--- config.mk ---
export PLATFORM = sky130hd
export DESIGN_NAME = cv32e40p_fpu_arbiter
export DESIGN_NICKNAME = d
export VERILOG_FILES = /design/src/rtl/cv32e40p_fpu_arbiter.sv
export SDC_FILE = /design/constraint.sdc
export NUM_CORES = 1
export LEC_CHECK = 0
export BUFFER_PORTS_ARGS = -buffer_cell sky130_fd_sc_hd__buf_2
export CAP_MARGIN = 20
export CELL_PAD_IN_SITES_DETAIL_PLACEMENT = 1
export CELL_PAD_IN_SITES_GLOBAL_PLACEMENT = 1
export CORE_AREA = 2 2 159 161
export CTS_CLUSTER_DIAMETER = 80
export DETAILED_ROUTE_END_ITERATION = 8
export DIE_AREA = 0 0 161 163
export PLACE_DENSITY_LB_ADDON = 0.1
export SLEW_MARGIN = 5
export SYNTH_ARGS = -nofsm -noshare
export SYNTH_HDL_FRONTEND = slang
export SYNTH_SLANG_ARGS = --single-unit
--- constraint.sdc ---
create_clock -name clk -period 2.5 [get_ports clk]
set_input_delay 0.25 -clock clk [delete_from_list [all_inputs] [get_ports clk]]
set_output_delay 0.25 -clock clk [all_outputs]
set_load 0.005 [all_outputs]
--- src/rtl/cv32e40p_fpu_arbiter.sv ---
// Round-robin arbiter sharing one FPNEW-style FPU between NUM_REQ requesters.
// Optional perf counters are enabled with the CV32E40P_FPU_ARB_PERF_EN macro.
module cv32e40p_fpu_arbiter #(
    parameter int unsigned NUM_REQ         = 2,
    parameter int unsigned PAYLOAD_W       = 101,
    parameter int unsigned RES_W           = 37,
    parameter int unsigned MAX_OUTSTANDING = 4,
    localparam int unsigned ID_W           = (NUM_REQ > 1) ? $clog2(NUM_REQ) : 1,
    localparam int unsigned TagW           = ID_W + 1
) (
    input  logic                         clk,
    input  logic                         rst,
    input  logic [NUM_REQ-1:0]           req_valid_i,
    output logic [NUM_REQ-1:0]           req_ready_o,
    input  logic [NUM_REQ*4-1:0]         req_op_i,
    input  logic [NUM_REQ*PAYLOAD_W-1:0] req_payload_i,
    output logic                         fpu_valid_o,
    input  logic                         fpu_ready_i,
    output logic [3:0]                   fpu_op_o,
    output logic [PAYLOAD_W-1:0]         fpu_payload_o,
    output logic [TagW-1:0]              fpu_tag_o,
    input  logic                         fpu_rvalid_i,
    output logic                         fpu_rready_o,
    input  logic [RES_W-1:0]             fpu_result_i,
    input  logic [TagW-1:0]              fpu_rtag_i,
    output logic [NUM_REQ-1:0]           rsp_valid_o,
    input  logic [NUM_REQ-1:0]           rsp_ready_i,
    output logic [RES_W-1:0]             rsp_result_o,
    output logic                         busy_o
`ifdef CV32E40P_FPU_ARB_PERF_EN
    ,
    output logic [31:0]                  contention_cnt_o,
    output logic [31:0]                  issue_cnt_o
`endif
);

    localparam int unsigned CntW   = $clog2(MAX_OUTSTANDING + 1);
    localparam logic [CntW:0] MaxCnt = (CntW + 1)'(MAX_OUTSTANDING);
    localparam logic [3:0]  OpDiv  = 4'd4;
    localparam logic [3:0]  OpSqrt = 4'd5;

    typedef enum logic [0:0] {StEmpty, StFull} slot_state_e;

    slot_state_e          state_q, state_d;
    logic [3:0]           op_q, op_d;
    logic [PAYLOAD_W-1:0] payload_q, payload_d;
    logic [TagW-1:0]      tag_q, tag_d;
    logic [ID_W-1:0]      rr_q, rr_d;
    logic [CntW-1:0]      outst_q, outst_d;
    logic                 div_busy_q, div_busy_d;

    logic                 issue_hs, rsp_hs, can_load, slot_is_div, room;
    logic [CntW:0]        outst_after;
    logic [NUM_REQ-1:0]   eligible;
    logic                 grant_valid;
    logic [ID_W-1:0]      grant_id;
    logic [3:0]           op_sel;
    logic [PAYLOAD_W-1:0] payload_sel;
    logic [ID_W-1:0]      rtag_id;

    function automatic logic is_divsqrt(input logic [3:0] op);
        return (op == OpDiv) || (op == OpSqrt);
    endfunction

    assign issue_hs    = (state_q == StFull) & fpu_ready_i;
    assign can_load    = (state_q == StEmpty) | issue_hs;
    assign slot_is_div = (state_q == StFull) & tag_q[ID_W];
    // Count the op leaving the slot this cycle, so a new load can never push past the cap.
    assign outst_after = {1'b0, outst_q} + {{CntW{1'b0}}, issue_hs};
    assign room        = outst_after < MaxCnt;

    always_comb begin
        eligible = '0;
        for (int unsigned i = 0; i < NUM_REQ; i++) begin
            eligible[i] = ~rst & req_valid_i[i] & can_load & room;
            if (is_divsqrt(req_op_i[i*4 +: 4]) && (div_busy_q || slot_is_div)) begin
                eligible[i] = 1'b0;
            end
        end
    end

    // Round robin: lowest eligible index at or above the pointer, else lowest below it.
    always_comb begin
        grant_valid = 1'b0;
        grant_id    = '0;
        for (int unsigned i = 0; i < NUM_REQ; i++) begin
            if (!grant_valid && eligible[i] && (ID_W'(i) >= rr_q)) begin
                grant_valid = 1'b1;
                grant_id    = ID_W'(i);
            end
        end
        for (int unsigned i = 0; i < NUM_REQ; i++) begin
            if (!grant_valid && eligible[i] && (ID_W'(i) < rr_q)) begin
                grant_valid = 1'b1;
                grant_id    = ID_W'(i);
            end
        end
    end

    always_comb begin
        req_ready_o = '0;
        op_sel      = '0;
        payload_sel = '0;
        for (int unsigned i = 0; i < NUM_REQ; i++) begin
            if (grant_valid && (grant_id == ID_W'(i))) begin
                req_ready_o[i] = 1'b1;
                op_sel         = req_op_i[i*4 +: 4];
                payload_sel    = req_payload_i[i*PAYLOAD_W +: PAYLOAD_W];
            end
        end
    end

    always_comb begin
        rr_d = rr_q;
        if (grant_valid) begin
            if (grant_id == ID_W'(NUM_REQ - 1)) begin
                rr_d = '0;
            end else begin
                rr_d = grant_id + ID_W'(1);
            end
        end
    end

    always_comb begin
        state_d   = state_q;
        op_d      = op_q;
        payload_d = payload_q;
        tag_d     = tag_q;
        unique case (state_q)
            StEmpty: if (grant_valid) state_d = StFull;
            StFull:  if (fpu_ready_i && !grant_valid) state_d = StEmpty;
            default: state_d = StEmpty;
        endcase
        if (grant_valid) begin
            op_d      = op_sel;
            payload_d = payload_sel;
            tag_d     = {is_divsqrt(op_sel), grant_id};
        end
    end

    // Response path; IDs beyond NUM_REQ keep the default ready so the result is dropped.
    assign rtag_id      = fpu_rtag_i[ID_W-1:0];
    assign rsp_result_o = fpu_result_i;

    always_comb begin
        rsp_valid_o  = '0;
        fpu_rready_o = ~rst;
        for (int unsigned k = 0; k < NUM_REQ; k++) begin
            if (rtag_id == ID_W'(k)) begin
                rsp_valid_o[k] = fpu_rvalid_i & ~rst;
                fpu_rready_o   = rsp_ready_i[k] & ~rst;
            end
        end
    end

    assign rsp_hs = fpu_rvalid_i & fpu_rready_o;

    always_comb begin
        outst_d = outst_q;
        if (issue_hs && !rsp_hs) begin
            outst_d = outst_q + CntW'(1);
        end else if (!issue_hs && rsp_hs && (outst_q != '0)) begin
            outst_d = outst_q - CntW'(1);
        end
    end

    always_comb begin
        div_busy_d = div_busy_q;
        if (issue_hs && tag_q[ID_W]) begin
            div_busy_d = 1'b1;
        end else if (rsp_hs && fpu_rtag_i[ID_W]) begin
            div_busy_d = 1'b0;
        end
    end

    always_ff @(posedge clk) begin
        if (rst) begin
            state_q    <= StEmpty;
            op_q       <= '0;
            payload_q  <= '0;
            tag_q      <= '0;
            rr_q       <= '0;
            outst_q    <= '0;
            div_busy_q <= 1'b0;
        end else begin
            state_q    <= state_d;
            op_q       <= op_d;
            payload_q  <= payload_d;
            tag_q      <= tag_d;
            rr_q       <= rr_d;
            outst_q    <= outst_d;
            div_busy_q <= div_busy_d;
        end
    end

    assign fpu_valid_o   = (state_q == StFull);
    assign fpu_op_o      = op_q;
    assign fpu_payload_o = payload_q;
    assign fpu_tag_o     = tag_q;
    assign busy_o        = (state_q == StFull) | (outst_q != '0);

`ifdef CV32E40P_FPU_ARB_PERF_EN
    logic [31:0] contention_q, contention_d;
    logic [31:0] issue_cnt_q, issue_cnt_d;

    always_comb begin
        contention_d = contention_q;
        issue_cnt_d  = issue_cnt_q;
        if ((|(req_valid_i & ~req_ready_o)) && (contention_q != '1)) begin
            contention_d = contention_q + 32'd1;
        end
        if (issue_hs && (issue_cnt_q != '1)) begin
            issue_cnt_d = issue_cnt_q + 32'd1;
        end
    end

    always_ff @(posedge clk) begin
        if (rst) begin
            contention_q <= '0;
            issue_cnt_q  <= '0;
        end else begin
            contention_q <= contention_d;
            issue_cnt_q  <= issue_cnt_d;
        end
    end

    assign contention_cnt_o = contention_q;
    assign issue_cnt_o      = issue_cnt_q;
`endif

endmodule

==> qor.csv, run 1 <==
metric,value,unit
status,"complete, no violations",
#FFs+latches synth,113,
FMAX,0.417,GHz
RR Startpoint,fpu_valid_o,
PwrDens,697,mW/mm2
crit path cell chain,a21oi_1 -> o311a_1 -> or3_4 -> clkinv_8 -> buf_4 -> buf_2,
Yosys top cell by area,dfxtp_1,
grt ovf,0,
drt pass-1 iters,4,
"EDFF count, synth",0,
setup violators final,0,
total CTS buffers,17,
final wirelength,21800,um
CTS tree,yes,
number of global-route vias before repair,6014,
Worst setup SP type,register,
"CP delay by family, top",compound AO/OA/AOI/OAI gates,
first-pass GRT wire length,33700,um
share of layout cells above drive strength 1,0.400,
worst min-delay path startpoint,req_payload_i[89],
CTS root buffer,clkbuf_16,
sw frac,0.285,
I/O pins,408,
die width,161,um
average size of a mapped cell,7.71,um2
initial core utilization,0.214,
"commonest non-fill, non-tap cell in the layout",buf_2,
Vias,5873,
drt wl/cell,16.7,um
die area,0.0262,mm2
pin count of the biggest net entering global routing,71,
Final min period,2.40,ns
Synth top area share,0.429,
hold slack final,0.0858,ns
Hold Crit Depth,3,
Worst EP arrival,2.15,ns
Hold Path Class,input port to register,
crit share post-route,0.958,
Worst Path Buf+Inv,3,
sequential share of power,0.387,
Max stage delay on crit path,0.46,ns
Worst R2R End,fpu_payload_o[5],
Total Neg Setup Slack,0,ns
Mapped Cells,685,
initial antenna violation count,2,
TritonCTS Sinks,113,
endpoints failing hold,0,
largest cells by area after synthesis,"dfxtp_1 (43%), a311oi_1 (17%), nand2_1 (15%)",
I/O Buffers,333,
CP Depth,6,
Final Max Slew Viols,0,
"Reg clk slew, reported paths",0.06,ns
Synth async-reset ratio,0,
library cells used by synthesis,37,
post-DP HPWL,15700,um
number of max-cap violations,0,
DRC Markers,0,
"commonest cells after routing, fill and taps aside","buf_2 (332), nand2_1 (212), nor2_1 (113), dfxtp_1 (113), a311oi_1 (104)",
relative slew slack,0.508,
P_leak,3.64,nW
Hold Path End,fpu_payload_o[89],
worst vdd ir,0.318,mV
worst-path fanout max,8,
FF-to-FF path depth,8,
synthesized cell area,0.00528,mm2
clock latency at the later pin of the worst-skew pair,0.42,ns
Nets,1223,
flop2flop setup slack,0.21,ns
Slew @ Worst Pin,0.738,ns
num rows,58,
hold buffers post-CTS,0,
post-synth net total,943,
total track usage,0.164,
CP Class,register to output port,
Clock Tree Buf Depth,2,
Pint,3.80,mW
critical path capture point type,output port,
via/cell ratio,4.49,
Die H,163,um
Initial DRC Count,242,
Synth Warn #,0,
Worst Skew,0.0102,ns
Routed Antenna Nets,0,
htree depth,4,
"Seq/Total Area, Yosys",0.429,
ys flop type,dfxtp_1,
filler instances,3098,
"Req. time, crit path",2.25,ns
RSZ-0062 raised after global routing,no,
Comb pwr share,0.187,
Clock power frac,0.426,
Placer Congestion,0.744,
P_sw,1.52,mW
area delta synth->final,44.6,%
core area,0.0247,mm2
slowest CP cell,or3_4,
[power by group through the flow]
stage	sequential, mW	clock [mW]	combinational (mW)
2_1_floorplan	2.11	0	0.511
3_3_place_gp	2.10	0	1.01
3_5_place_dp	2.10	0	1.01
4_1_cts	2.06	2.35	1.02
5_1_grt	2.08	2.42	1.13
6_report	2.06	2.27	0.996
[synthesized netlist by cell type, types with 2 or more instances]
cell type,instances
buf_1,4
nand3_1,2
mux2i_1,4
o21ai_0,3
nand2_1,212
inv_1,4
or3_1,3
a21oi_1,5
buf_4,37
nor2_1,113
buf_6,4
dfxtp_1,113
buf_2,15
a311oi_1,104
clkbuf_1,36
nor3b_1,2
nand2b_1,4
[state kept, by name, summed over array words and instances, names as in the netlist]
| name | cells |
|---|---|
| fpu_payload_o | 101 |
| fpu_op_o | 4 |
| outst_q | 3 |
| fpu_tag_o | 2 |
| div_busy_q | 1 |
| fpu_valid_o | 1 |
| rr_q | 1 |
[worst max path at each step]
stage	from	endpoint
6_report	fpu_valid_o	req_ready_o[1]
5_1_grt	fpu_valid_o	req_ready_o[1]
4_1_cts	fpu_valid_o	req_ready_o[1]
3_5_place_dp	req_op_i[1]	fpu_payload_o[23]
3_3_place_gp	req_op_i[1]	fpu_tag_o[1]
2_1_floorplan	fpu_valid_o	fpu_payload_o[64]
[metrics by stage]
stage | util | worst slack, ns | cells | total power, mW | cell area [um2]
finish | 0.309 | 0.104 | 1307 | 5.32 | 7630
CTS | 0.309 | 0.0801 | 1306 | 5.43 | 7630
floorplan | - | 0.508 | 685 | 2.62 | 5280
global placement | 0.286 | 0.255 | 1273 | 3.11 | 7060
global route | 0.309 | 0.0304 | 1306 | 5.64 | 7630
detailed placement | 0.286 | 0.230 | 1273 | 3.11 | 7060
[cell type report]
type	instances	area, um2	share of cell area
diodes	1	2.50	0.000328
clock buffers	19	443	0.0580
clock inverters	11	92.6	0.0121
inverters	5	31.3	0.00410
multi-input cells	471	2460	0.322
flip-flops and latches	113	2260	0.296
well taps	330	413	0.0541
repair buffers	356	1920	0.252
repair inverters	1	8.76	0.00115
[what timing repair did]
action,CTS,global route
buffers inserted,2,0
hold endpoints to repair,0,0
endpoints found under the setup margin,2,2
cloned,1,0
resized for setup,1,1
[routing by layer]
layer,vias up,GRT usage,share of wire
met5,-,0,0
met4,0,0.0524,0.017
met3,27,0.0639,0.088
met2,236,0.269,0.46
met1,2706,0.197,0.43
li1,2904,-,-
[tightest hold or removal path: cells and delay by family]
| family | cells | cell delay, ns |
|---|---|---|
| simple gates | 1 | 0.04 |
| buf+inv | 1 | 0.09 |
| compound gates | 1 | 0.07 |
[logic make-up after synthesis]
logic type / Yosys count / share of synthesized area
multiplexers: 4 / 0.00759
flip-flops: 113 / 0.429
XOR/XNOR: 1 / 0.00166
buffers and inverters: 101 / 0.108
adder cells (fa/ha/maj): 1 / 0.00379
AO/OA/AOI/OAI: 123 / 0.198
AND/OR/NAND/NOR: 342 / 0.252
Note: power is estimated with default switching activity, not from simulation.
==> inputs of run 2 (changes only) <==
Settings changed: BUFFER_PORTS_ARGS -buffer_cell sky130_fd_sc_hd__buf_2 to -buffer_cell sky130_fd_sc_hd__buf_4.
==> qor.csv, run 2 (synthesis gave the netlist of run 1 again) <==
metric,value,unit,change
Total Neg Setup Slack,0,ns,unchanged
P_sw,1.53,mW,+0.63%
Final Max Slew Viols,0,,unchanged
total track usage,0.165,,+0.00114
Comb pwr share,0.212,,+0.025
"commonest non-fill, non-tap cell in the layout",buf_4,,
endpoints failing hold,0,,unchanged
Hold Path End,fpu_payload_o[33],,
drt wl/cell,16.9,um,+1.2%
FMAX,0.421,GHz,+0.77%
initial core utilization,0.214,,unchanged
TritonCTS Sinks,113,,unchanged
Worst Skew,0.0101,ns,-0.0000387 ns
final setup margin,0.122,ns,+0.0182 ns
DRC Markers,0,,unchanged
CTS tree,yes,,
Initial DRC Count,284,,+17%
RR Startpoint,fpu_tag_o[1],,
worst min-delay path startpoint,req_payload_i[33],,
crit share post-route,0.951,,-0.00728
CP Class,register to output port,,
Placer Congestion,0.767,,+3.1%
Die H,163,um,unchanged
Nets,1216,,-0.57%
Vias,5814,,-1.0%
hold buffers post-CTS,0,,unchanged
worst-path fanout max,16,,+8
sw frac,0.279,,-0.00630
Setup crit start,fpu_tag_o[1],,
I/O pins,408,,unchanged
drt pass-1 iters,4,,unchanged
placed insts,1267,,-0.47%
Slew @ Worst Pin,0.883,ns,+0.145 ns
number of max-cap violations,0,,unchanged
relative slew slack,0.411,,-0.0969
"commonest cells after routing, fill and taps aside","buf_4 (343), nand2_1 (212), nor2_1 (113)",,
Routed Antenna Nets,0,,unchanged
Worst R2R End,fpu_payload_o[79],,
status,"complete, no violations",,
num rows,58,,unchanged
setup violators final,0,,unchanged
area delta synth->final,59.2,%,
die width,161,um,unchanged
critical path capture point type,output port,,
via/cell ratio,4.47,,-0.47%
first-pass GRT wire length,33800,um,+0.35%
total CTS buffers,17,,unchanged
Worst EP arrival,2.13,ns,-0.02 ns
Clock power frac,0.409,,-0.017
Hold Crit Depth,3,,unchanged
Post-Place Worst Slack,0.197,ns,-0.0331 ns
I/O Buffers,333,,unchanged
final wirelength,22000,um,+0.70%
"Req. time, crit path",2.25,ns,about the same
post-DP HPWL,15500,um,-1.2%
flop2flop setup slack,0.35,ns,+0.14 ns
FF-to-FF path depth,7,,-1
die area,0.0262,mm2,unchanged
Worst setup SP type,register,,
Final min period,2.38,ns,-0.0182 ns
htree depth,4,,unchanged
Pint,3.95,mW,+3.8%
grt ovf,0,,unchanged
sequential share of power,0.378,,-0.009
"Reg clk slew, reported paths",0.06,ns,about the same
share of layout cells above drive strength 1,0.397,,-0.00268
max reg flops,101,,unchanged
number of global-route vias before repair,5972,,-0.70%
pin count of the biggest net entering global routing,109,,+54%
CTS root buffer,clkbuf_16,,
fin cells,1300,,-0.54%
RSZ-0062 raised after global routing,no,,
worst vdd ir,0.322,mV,+1.3%
core area,0.0247,mm2,unchanged
P_leak,3.81,nW,+4.7%
Clock Tree Buf Depth,2,,unchanged
initial antenna violation count,0,,-2
PwrDens,652,mW/mm2,-6.5%
diodes inserted,0,,-1
Hold Path Class,input port to register,,
clock latency at the later pin of the worst-skew pair,0.42,ns,about the same
run 2: cell count changes in the layout (fill, tap and decap cells not counted), moves of 2 or more:
cell / change
buf_2: -332
buf_4: +326
clkinv_4: -2
clkinvlp_4: +2
run 2: stage by stage:
step,hold slack (ns),area [um2],power (mW),utilization
floorplan,0.409,5280,2.62,-
global placement,0.474,7850,3.29,0.318
detailed placement,0.481,7850,3.29,0.318
CTS,0.0818,8400,5.60,0.340
global route,0.0928,8400,5.82,0.341
finish,0.0986,8400,5.48,0.341
run 2: worst max path at each step:
stage | end | slack [ns] | depth (start not counted)
after CTS | req_ready_o[0] | 0.01 | 7
after detailed placement | fpu_payload_o[21] | 0.20 | 7
final | req_ready_o[0] | 0.12 | 7
after global placement | req_ready_o[0] | 0.22 | 7
after global routing | req_ready_o[0] | 0.01 | 7
after floorplan | fpu_payload_o[64] | 0.51 | 9
run 2: power groups by stage:
stage                     sequential, mW  clock [mW]  combinational, mW
after floorplan                     2.11           0              0.511
after global placement              2.10           0               1.18
after detailed placement            2.11           0               1.18
after CTS                           2.07        2.34               1.19
after global routing                2.10        2.43               1.29
final                               2.07        2.24               1.16
run 2: cell type report:
| class | count | area, um2 |
|---|---|---|
| Clock inverter | 12 | 95.1 |
| Multi-Input combinational cell | 471 | 2460 |
| Tap cell | 330 | 413 |
| Sequential cell | 113 | 2260 |
| Inverter | 5 | 31.3 |
| Timing Repair Buffer | 349 | 2700 |
| Clock buffer | 19 | 433 |
| Fill cell | 2992 | 16300 |
| Timing Repair inverter | 1 | 8.76 |
run 2: timing repair:
item | in CTS | in global routing
hold endpoints to repair | 0 | 0
buffers inserted | 1 | 0
cloned | 1 | 0
gates resized for setup | 2 | 1
pin swaps | 1 | 0
setup endpoints to repair | 1 | 1
run 2: layer usage:
metal / routed length [um] / track usage / part of all wire / vias up
met5: 0 / 0 / 0 / -
met4: 509 / 0.0576 / 0.023 / 0
met3: 1870 / 0.0616 / 0.085 / 32
met2: 10300 / 0.269 / 0.47 / 244
met1: 9330 / 0.199 / 0.42 / 2649
li1: - / - / - / 2889
run 2: critical path: stages, from the launching register on:
cell and delay [ns]:
dfxtp_1 0.37, a21oi_2 0.10, o311a_1 0.36, or3_4 0.38, clkinv_8 0.13, buf_12 0.16, nor2_1 0.08, buf_4 0.14
